File: src/rtl/multi_alarm_clock.sv
`default_nettype none
// ============================================================================
// Module   : multi_alarm_clock
// Purpose  : 24h BCD time-of-day clock with N alarm slots, per-slot enables,
//            snooze and ring auto-timeout. The 1 Hz rate is a clock-enable
//            (sec_tick) derived from a clk divider.
// Revision : 1.0 - initial release
// ============================================================================
module multi_alarm_clock #(
  parameter int CLK_PER_SEC  = 10,
  parameter int N_ALARMS     = 4,
  parameter int SNOOZE_MIN   = 5,
  parameter int RING_TIMEOUT = 60,
  parameter int AW           = (N_ALARMS > 1) ? $clog2(N_ALARMS) : 1
) (
  input  logic                clk,
  input  logic                reset,
  input  logic [1:0]          H_in1,
  input  logic [3:0]          H_in0,
  input  logic [3:0]          M_in1,
  input  logic [3:0]          M_in0,
  input  logic                LD_time,
  input  logic                LD_alarm,
  input  logic [AW-1:0]       alarm_sel,
  input  logic [N_ALARMS-1:0] AL_EN,
  input  logic                STOP_al,
  input  logic                SNOOZE,
  output logic                Alarm,
  output logic [AW-1:0]       alarm_id,
  output logic                snoozed,
  output logic                sec_tick,
  output logic [1:0]          H_out1,
  output logic [3:0]          H_out0,
  output logic [3:0]          M_out1,
  output logic [3:0]          M_out0,
  output logic [3:0]          S_out1,
  output logic [3:0]          S_out0
);

  localparam int DW = $clog2(CLK_PER_SEC);

  typedef enum logic [1:0] {
    ST_IDLE    = 2'd0,
    ST_RINGING = 2'd1,
    ST_SNOOZED = 2'd2
  } state_t;

  // Time-keeping state
  logic [DW-1:0] div_q, div_d;
  logic [1:0]    h1_q, h1_d;
  logic [3:0]    h0_q, h0_d, m1_q, m1_d, m0_q, m0_d, s1_q, s1_d, s0_q, s0_d;
  logic          upd_q, upd_d;   // time changed on the previous edge
  logic [N_ALARMS-1:0][13:0] slot_q, slot_d;

  // Alarm FSM state
  state_t        state_q, state_d;
  logic [AW-1:0] alarm_id_q, alarm_id_d;
  logic [7:0]    ring_cnt_q, ring_cnt_d;
  logic [4:0]    tgt_h_q, tgt_h_d;
  logic [5:0]    tgt_m_q, tgt_m_d;

  // Combinational helpers
  logic          in_ok;
  logic          at_zero_sec;
  logic          match;
  logic [AW-1:0] match_id;
  logic [4:0]    cur_h_bin, snz_h;
  logic [5:0]    cur_m_bin, snz_m;
  logic [6:0]    m_sum;
  logic          snooze_hit;

  assign sec_tick    = (div_q == DW'(CLK_PER_SEC - 1));
  assign at_zero_sec = (s1_q == 4'd0) && (s0_q == 4'd0);
  assign in_ok = (H_in0 <= 4'd9) && (M_in1 <= 4'd5) && (M_in0 <= 4'd9) &&
                 ((H_in1 < 2'd2) || ((H_in1 == 2'd2) && (H_in0 <= 4'd3)));
  assign cur_h_bin = 5'(h1_q) * 5'd10 + 5'(h0_q);
  assign cur_m_bin = 6'(m1_q) * 6'd10 + 6'(m0_q);
  assign snooze_hit = upd_q && at_zero_sec &&
                      (cur_h_bin == tgt_h_q) && (cur_m_bin == tgt_m_q);

  // Divider, BCD time ripple, time load and alarm-slot load
  always_comb begin
    div_d  = div_q;
    h1_d   = h1_q;
    h0_d   = h0_q;
    m1_d   = m1_q;
    m0_d   = m0_q;
    s1_d   = s1_q;
    s0_d   = s0_q;
    upd_d  = 1'b0;
    slot_d = slot_q;
    if (LD_time && in_ok) begin
      h1_d  = H_in1;
      h0_d  = H_in0;
      m1_d  = M_in1;
      m0_d  = M_in0;
      s1_d  = 4'd0;
      s0_d  = 4'd0;
      div_d = '0;
      upd_d = 1'b1;
    end else begin
      div_d = sec_tick ? '0 : div_q + DW'(1);
      if (sec_tick) begin
        upd_d = 1'b1;
        if (s0_q != 4'd9) s0_d = s0_q + 4'd1;
        else begin
          s0_d = 4'd0;
          if (s1_q != 4'd5) s1_d = s1_q + 4'd1;
          else begin
            s1_d = 4'd0;
            if (m0_q != 4'd9) m0_d = m0_q + 4'd1;
            else begin
              m0_d = 4'd0;
              if (m1_q != 4'd5) m1_d = m1_q + 4'd1;
              else begin
                m1_d = 4'd0;
                if ((h1_q == 2'd2) && (h0_q == 4'd3)) begin
                  h1_d = 2'd0;
                  h0_d = 4'd0;
                end else if (h0_q == 4'd9) begin
                  h0_d = 4'd0;
                  h1_d = h1_q + 2'd1;
                end else begin
                  h0_d = h0_q + 4'd1;
                end
              end
            end
          end
        end
      end
    end
    if (LD_alarm && in_ok && (32'(alarm_sel) < N_ALARMS))
      slot_d[alarm_sel] = {H_in1, H_in0, M_in1, M_in0};
  end

  // Lowest enabled slot equal to a freshly reached hh:mm:00
  always_comb begin
    match    = 1'b0;
    match_id = '0;
    for (int i = N_ALARMS - 1; i >= 0; i--) begin
      if (AL_EN[i] && (slot_q[i] == {h1_q, h0_q, m1_q, m0_q})) begin
        match    = upd_q && at_zero_sec;
        match_id = AW'(i);
      end
    end
  end

  // Snooze target: current hh:mm plus SNOOZE_MIN, wrapping at 24h
  always_comb begin
    m_sum = 7'(cur_m_bin) + 7'(SNOOZE_MIN);
    snz_h = cur_h_bin;
    snz_m = 6'(m_sum);
    if (m_sum >= 7'd60) begin
      snz_m = 6'(m_sum - 7'd60);
      snz_h = (cur_h_bin == 5'd23) ? 5'd0 : cur_h_bin + 5'd1;
    end
  end

  // Alarm FSM next-state: STOP beats SNOOZE, which beats timeout
  always_comb begin
    state_d    = state_q;
    alarm_id_d = alarm_id_q;
    ring_cnt_d = ring_cnt_q;
    tgt_h_d    = tgt_h_q;
    tgt_m_d    = tgt_m_q;
    case (state_q)
      ST_IDLE: begin
        if (match) begin
          state_d    = ST_RINGING;
          alarm_id_d = match_id;
          ring_cnt_d = 8'd0;
        end
      end
      ST_RINGING: begin
        if (STOP_al) begin
          state_d = ST_IDLE;
        end else if (SNOOZE) begin
          state_d = ST_SNOOZED;
          tgt_h_d = snz_h;
          tgt_m_d = snz_m;
        end else if (sec_tick) begin
          if (ring_cnt_q == 8'(RING_TIMEOUT - 1)) state_d = ST_IDLE;
          else ring_cnt_d = ring_cnt_q + 8'd1;
        end
      end
      ST_SNOOZED: begin
        if (STOP_al || !AL_EN[alarm_id_q]) begin
          state_d = ST_IDLE;
        end else if (snooze_hit) begin
          state_d    = ST_RINGING;
          ring_cnt_d = 8'd0;
        end
      end
      default: state_d = ST_IDLE;
    endcase
  end

  // State registers with asynchronous active-low reset
  always_ff @(posedge clk or negedge reset) begin
    if (!reset) begin
      div_q      <= '0;
      h1_q       <= 2'd0;
      h0_q       <= 4'd0;
      m1_q       <= 4'd0;
      m0_q       <= 4'd0;
      s1_q       <= 4'd0;
      s0_q       <= 4'd0;
      upd_q      <= 1'b0;
      slot_q     <= '0;
      state_q    <= ST_IDLE;
      alarm_id_q <= '0;
      ring_cnt_q <= 8'd0;
      tgt_h_q    <= 5'd0;
      tgt_m_q    <= 6'd0;
    end else begin
      div_q      <= div_d;
      h1_q       <= h1_d;
      h0_q       <= h0_d;
      m1_q       <= m1_d;
      m0_q       <= m0_d;
      s1_q       <= s1_d;
      s0_q       <= s0_d;
      upd_q      <= upd_d;
      slot_q     <= slot_d;
      state_q    <= state_d;
      alarm_id_q <= alarm_id_d;
      ring_cnt_q <= ring_cnt_d;
      tgt_h_q    <= tgt_h_d;
      tgt_m_q    <= tgt_m_d;
    end
  end

  assign Alarm    = (state_q == ST_RINGING);
  assign snoozed  = (state_q == ST_SNOOZED);
  assign alarm_id = alarm_id_q;
  assign H_out1   = h1_q;
  assign H_out0   = h0_q;
  assign M_out1   = m1_q;
  assign M_out0   = m0_q;
  assign S_out1   = s1_q;
  assign S_out0   = s0_q;

endmodule
`default_nettype wire
File: config.mk
export PLATFORM = sky130hd
export DESIGN_NAME = multi_alarm_clock
export DESIGN_NICKNAME = d
export VERILOG_FILES = /design/src/rtl/multi_alarm_clock.sv
export SDC_FILE = /design/constraint.sdc
export NUM_CORES = 1
export LEC_CHECK = 0
export ABC_CLOCK_PERIOD_IN_PS = 3900
export CORE_ASPECT_RATIO = 0.6
export CORE_MARGIN = 3
export CORE_UTILIZATION = 45
export DETAILED_ROUTE_END_ITERATION = 12
export PLACE_DENSITY = 0.63
export SYNTH_ARGS = -nofsm -noshare
export SYNTH_HDL_FRONTEND = slang
export SYNTH_SLANG_ARGS = --single-unit
export TNS_END_PERCENT = 5
File: constraint.sdc
create_clock -name clk -period 3.9 [get_ports clk]
set_clock_uncertainty 0.05 [all_clocks]
set_input_delay 0.585 -clock clk [delete_from_list [all_inputs] [get_ports clk]]
set_output_delay 0.585 -clock clk [all_outputs]
set_load 0.02 [all_outputs]
==> impl_metrics.ini, run 1 <==
[setup_path]
worstPathCellList = inv_1 > fa_1 > xor2_1 > nand4_1 > or4_1 > or4_1 > o31ai_2 > o211a_1 > mux2i_1
crit_type = reg -> reg
end_kind = flop
critPathMaxStageDelay_ns = 0.59
cp_slowest_cell = fa_1
rr_endpoint = ring_cnt_q[1]
r2r_slack_ns = 0.32
crit_arrival_ns = 3.80
crit_buf_inv = 1
rr_worst_depth = 9
cpLargestDelayFamily = simple AND/OR/NAND/NOR gates
cp.required_ns = 4.12
worstSetupStartpointType = flop
r2r-start = H_out1[1]
cp_common_cell = or4_1
cp_max_fo = 9

[clock_network]
clk_pin_slew_ns = 0.07
numCtsBuffers = 9
post_cts_buffers = 0
cts_root_buffer = clkbuf_16
cts.path.max_buffers = 2
htreeDepth = 3
cts_tree = done
cts.sinks = 106
post_cts_resized = 0
cts_hold_buf = 0
worstSkewPairLatency_ns = 0.35

[floorplanning]
coreArea_sq_um = 13100
dieArea_sq_um = 15100
ios = 53
num_rows = 32
start_util_pct = 46.9
die_y_um = 96.5
die_w_um = 157

[timing]
setup_viol_count_final = 0
worst_pin_slew_ns = 0.723
min_period_over_period_pct = 91.9
rsz0062_at_grt = no
clock.fmax_ghz = 0.279
fin_tns_setup_ns = 0
slew_headroom_pct = 51.7
worst_slack_ns = 0.316
hold_viol_final = 0
fin_crit_ns = 3.58
slew_viol_final = 0

[yosys]
synth_flop_cell = dfrtp_1
syn_area_sq_um = 6140
synth_top_area_share_pct = 43.2
synth_edf_count = 0
syn_area_per_cell_sq_um = 10.3
syn_inst = 595
synthArstFlopShare_pct = 100
synthTopCellsByCount = dfrtp_1 (106), xnor2_1 (72), mux2_2 (52)
ys_seq_area_share_pct = 43.2
synth_area_leader_cell = dfrtp_1
yosysMostFrequentCell = dfrtp_1
yosysUniqueCellTypes = 55
yosys_warnings = 0
synth_area_leaders = dfrtp_1 (43%), xnor2_1 (10%), mux2_2 (9.5%)
ys_ff_latch = 106
syn-num-nets = 646

[hold_path]
hp-class = in -> async

[pwr]
power_density_nw_per_um2 = 726
combPwrFrac_pct = 50.8
pwr-share-clk_pct = 18.7
leakagePower_nw = 3.05
intPower_mw = 3.11
switching_share_pct = 40.9
p_seq_share_pct = 30.5
peakVddDrop_v = 0.000330
power_switching_mw = 2.16

[grt]
antenna_found_initial = 0
grt_remaining_overflow = 0
grt_pass1_wl_mm = 26.3
grt_pass1_vias = 4552
grt_max_degree = 44
grtUsageTotal_pct = 22.8

[final_layout]
stdcell_area_sq_um = 7250
fin_nets = 700
drive_above_1_share_pct = 15.0
num_antenna_cells = 0
area_delta_synth_final_pct = 18.1

[route]
vias = 4736
ant_nets = 0
initialDrtViolationCount = 304
viasPerCell = 5.75
post-route-drc-count = 0
first_pass_iters = 5
routedWlPerCell_um = 20.1
wl_mm = 16.6

[flow_run]
drv_cap = 0

[place]
portBuffers = 52
place_area_sq_um = 6930
dp_worst_setup_slack_ns = 0.389
gp_congestion = 0.872
place_hpwl_mm = 12.2

[status]
status = completed
==> worst reg2reg max path, stage by stage, from the launching register on <==
cell,delay [ns]
dfrtp_1,0.58
inv_1,0.18
fa_1,0.59
xor2_1,0.21
nand4_1,0.13
or4_1,0.42
or4_1,0.43
o31ai_2,0.32
o211a_1,0.39
mux2i_1,0.22
==> power by group through the flow <==
stage	Sequential, mW	Clock (mW)	Combinational [mW]
floorplan	1.65	0	1.78
global placement	1.60	0	2.55
detailed placement	1.62	0	2.62
CTS	1.60	1.01	2.66
global route	1.65	1.05	2.91
finish	1.61	0.986	2.67
==> logic make-up after synthesis <==
family	after synthesis	synth area share, %
AOI/OAI and AO/OA	104	10.4
xor gates and xnor gates	83	12.1
adders and majority gates	26	5.50
buffers and inverters	48	3.08
DFF	106	43.2
muxes	61	11.2
and+or+nand+nor	167	14.5
==> sequential cells by signal, indices dropped and copies added, names as in the netlist <==
name and cells:
H_out0 4, tgt_h_q 5, S_out1 4, M_out0 4, S_out0 4, tgt_m_q 6
state_q 2, M_out1 4, div_q 4, H_out1 2, ring_cnt_q 8, slot_q 56
alarm_id 2, upd_q 1
==> final cells by class <==
class                   count  area [sq um]
clock buffers              11           233
clock inverters             5          87.6
fillers                  1134          5840
inverters                  18          67.6
multi-input cells         441          3320
flip-flops and latches    106          2650
well taps                 170           213
repair buffers             73           676
==> cells in the final DEF, fill, tap and decap left out, types with 5 or more instances in the layout <==
cell,n
mux2i_1,8
buf_4,22
nand2_1,42
xnor2_1,72
o21ai_0,34
nor2b_1,8
nor2_1,26
a21oi_1,27
mux2_2,52
inv_1,17
nor3_1,14
nand4_1,21
clkbuf_16,9
clkdlybuf4s50_1,51
o21a_1,5
xor2_1,10
ha_1,23
and3_1,5
nand3_1,12
dfrtp_1,106
a21o_1,5
a22oi_1,5
nor4_1,9
nand2b_1,7
a31oi_1,11
==> how the worst max path moves through the flow <==
stage / start / end / slack, ns / depth (start not counted)
5_1_grt: H_out1[1] / ring_cnt_q[1] / 0.12 / 9
3_5_place_dp: H_out1[1] / ring_cnt_q[1] / 0.39 / 9
4_1_cts: H_out1[1] / ring_cnt_q[1] / 0.35 / 9
2_1_floorplan: M_out1[1] / tgt_h_q[1] / 0.26 / 14
3_3_place_gp: H_out1[1] / ring_cnt_q[1] / 0.50 / 9
6_report: H_out1[1] / ring_cnt_q[1] / 0.32 / 9
==> routing by layer <==
| layer | vias up | share of wire, % | routed length, um | GRT usage [%] |
|---|---|---|---|---|
| li1 | 2215 | - | - | - |
| met1 | 2361 | 52 | 8560 | 35.9 |
| met2 | 142 | 40 | 6660 | 30.6 |
| met3 | 18 | 6.8 | 1130 | 6.05 |
| met4 | 0 | 1.3 | 212 | 5.24 |
| met5 | - | 0 | 0 | 0 |
==> metrics by stage <==
step / util (%) / std cells / hold WS [ns] / power (mW)
final: 55.4 / 824 / 0.185 / 5.27
after global routing: 55.4 / 824 / 0.227 / 5.61
after CTS: 55.4 / 824 / 0.206 / 5.27
after detailed placement: 53.0 / 808 / 0.431 / 4.25
after global placement: 53.0 / 808 / 0.421 / 4.16
after floorplan: - / 595 / 0.239 / 3.43
(Power assumes the default switching activity.)
==> run 2: changes to the inputs <==
--- a/config.mk
+++ b/config.mk
@@ -11,6 +11,7 @@
 export CORE_UTILIZATION = 45
 export DETAILED_ROUTE_END_ITERATION = 12
 export PLACE_DENSITY = 0.63
+export SLEW_MARGIN = 20
 export SYNTH_ARGS = -nofsm -noshare
 export SYNTH_HDL_FRONTEND = slang
 export SYNTH_SLANG_ARGS = --single-unit
==> results of run 2 <==
The final DEF is identical to that of run 1; final timing and power are the same.
==> run 3: changes to the inputs <==
--- a/config.mk
+++ b/config.mk
@@ -6,11 +6,14 @@
 export NUM_CORES = 1
 export LEC_CHECK = 0
 export ABC_CLOCK_PERIOD_IN_PS = 3900
+export CELL_PAD_IN_SITES_DETAIL_PLACEMENT = 2
+export CELL_PAD_IN_SITES_GLOBAL_PLACEMENT = 2
 export CORE_ASPECT_RATIO = 0.6
 export CORE_MARGIN = 3
-export CORE_UTILIZATION = 45
+export CORE_UTILIZATION = 38
 export DETAILED_ROUTE_END_ITERATION = 12
-export PLACE_DENSITY = 0.63
+export PLACE_DENSITY = 0.78
+export REMOVE_ABC_BUFFERS = 1
 export SLEW_MARGIN = 20
 export SYNTH_ARGS = -nofsm -noshare
 export SYNTH_HDL_FRONTEND = slang
==> run 3 against run 2 <==
Effect of this change:
- critical endpoint unchanged
- hold slack better by 0.10 ns
- final area is 0.88% higher
- clock power is 5.1% lower
- flip-flop and latch count stayed put
- non-clock buffer count is 3 higher
- final cell count is 4.4% higher
- core utilization is 8.5 points lower
- highest routed layer unchanged
- routed wire length is 16% higher
- largest power group unchanged
- global-route usage is 0.12 points lower
==> impl_metrics.ini, run 3 (synthesized netlist as in run 1, its figures left out) <==
[pwr]
power_density_nw_per_um2 = 717
power.total_mw = 5.25
peakVddDrop_v = 0.000256
leakagePower_nw = 3.07

[setup_path]
rr_endpoint = ring_cnt_q[1]
rr_worst_depth = 9
crit_arrival_ns = 3.78
worstPathCellList = inv_1 > fa_1 > xor2_1 > nand4_1 > or4_1 > or4_1 > o31ai_2 > o211a_1 > mux2i_1
cp.required_ns = 4.12
end_kind = flop
crit_start = H_out1[1]
critPathMaxStageDelay_ns = 0.63
worstSetupStartpointType = flop
cp_max_fo = 9
r2r_slack_ns = 0.34
r2r-start = H_out1[1]
endpoint = ring_cnt_q[1]
cp_slowest_cell = fa_1
cp_common_cell = or4_1
crit_type = reg -> reg

[clock_network]
numCtsBuffers = 9
cts_tree = done
htreeDepth = 3
clk_pin_slew_ns = 0.08
post_cts_resized = 0
worstSkewPairLatency_ns = 0.36
cts_hold_buf = 0
cts_root_buffer = clkbuf_16
cts.path.max_buffers = 2
post_cts_buffers = 0
cts.sinks = 106

[timing]
worst_pin_slew_ns = 0.899
rsz0062_at_grt = no
min_period_over_period_pct = 91.2
hold_viol_final = 0
worst_slack_ns = 0.345
clock.fmax_ghz = 0.281
slew_viol_final = 0
setup_viol_count_final = 0
slew_headroom_pct = 40.1
fin_crit_ns = 3.56

[place]
portBuffers = 52
placed_cells = 844
place_hpwl_mm = 14.3
dp_worst_setup_slack_ns = 0.255
gp_congestion = 0.827
place_area_sq_um = 7010

[floorplanning]
ios = 53
start_util_pct = 39.4
die_y_um = 104
die_w_um = 170
coreArea_sq_um = 15600
num_rows = 35
dieArea_sq_um = 17800

[final_layout]
stdcell_area_sq_um = 7320
num_antenna_cells = 0
fin_nets = 703
drive_above_1_share_pct = 15.8
top_register = slot_q
final_cells = 860
area_delta_synth_final_pct = 19.2
most-common-layout-cells = dfrtp_1 (105), xnor2_1 (72), mux2_2 (52)
layout_commonest_cell = dfrtp_1
reg_top3 = slot_q: 56 flops, ring_cnt_q: 8 flops, tgt_m_q: 6 flops
largest_register_ffs = 56

[grt]
grt_pass1_wl_mm = 31.4
grt_remaining_overflow = 0
grt_pass1_vias = 5465
antenna_found_initial = 0
grt_max_degree = 63
grtUsageTotal_pct = 22.7

[hold_path]
hp-class = in -> async

[route]
viasPerCell = 5.59
post-route-drc-count = 0
routedWlPerCell_um = 22.4
vias = 4808
wl_mm = 19.3
ant_nets = 0
first_pass_iters = 4
initialDrtViolationCount = 207

[status]
status = completed

[flow_run]
drv_cap = 0
## run 3: layout make-up
type	instances	area, sq um
Tap cell	203	254
Clock inverter	6	67.6
Timing Repair Buffer	76	711
Sequential cell	106	2650
Multi-Input combinational cell	441	3320
Fill cell	1608	8270
Inverter	18	67.6
Clock buffer	10	239
## run 3: how the worst min path moves through the flow
| stage | from | to |
|---|---|---|
| global route | reset | ring_cnt_q[3] |
| global placement | ring_cnt_q[7] | ring_cnt_q[7] |
| CTS | reset | ring_cnt_q[6] |
| floorplan | reset | H_out0[0] |
| finish | reset | ring_cnt_q[3] |
| detailed placement | div_q[0] | div_q[0] |
## run 3: where the power goes
part	internal (mW)	switching, mW
Clock	0.472	0.464
Combinational	1.19	1.50
Sequential	1.36	0.259
## run 3: worst max-delay path: cells and delay by family, from the launching register on
kind	cells	cell delay (ns)
AO/OA/AOI/OAI	2	0.72
XOR/XNOR	1	0.19
adder cells (fa/ha/maj)	1	0.63
buffers and inverters	1	0.17
flip-flops	1	0.51
multiplexers	1	0.25
AND/OR/NAND/NOR	3	0.95
## run 3: through the flow
stage	utilization [%]	setup TNS [ns]	hold slack, ns
2_1_floorplan	-	-7.04	0.239
3_3_place_gp	45.0	0	0.415
3_5_place_dp	45.0	0	0.439
4_1_cts	46.9	0	0.331
5_1_grt	46.9	0	0.352
6_report	46.9	0	0.285
## run 3: metal layers
| layer | part of all wire (%) | GRT usage, % |
|---|---|---|
| met5 | 0 | 0 |
| met4 | 0.69 | 3.65 |
| met3 | 3.8 | 4.25 |
| met2 | 47 | 36.6 |
| met1 | 49 | 32.3 |
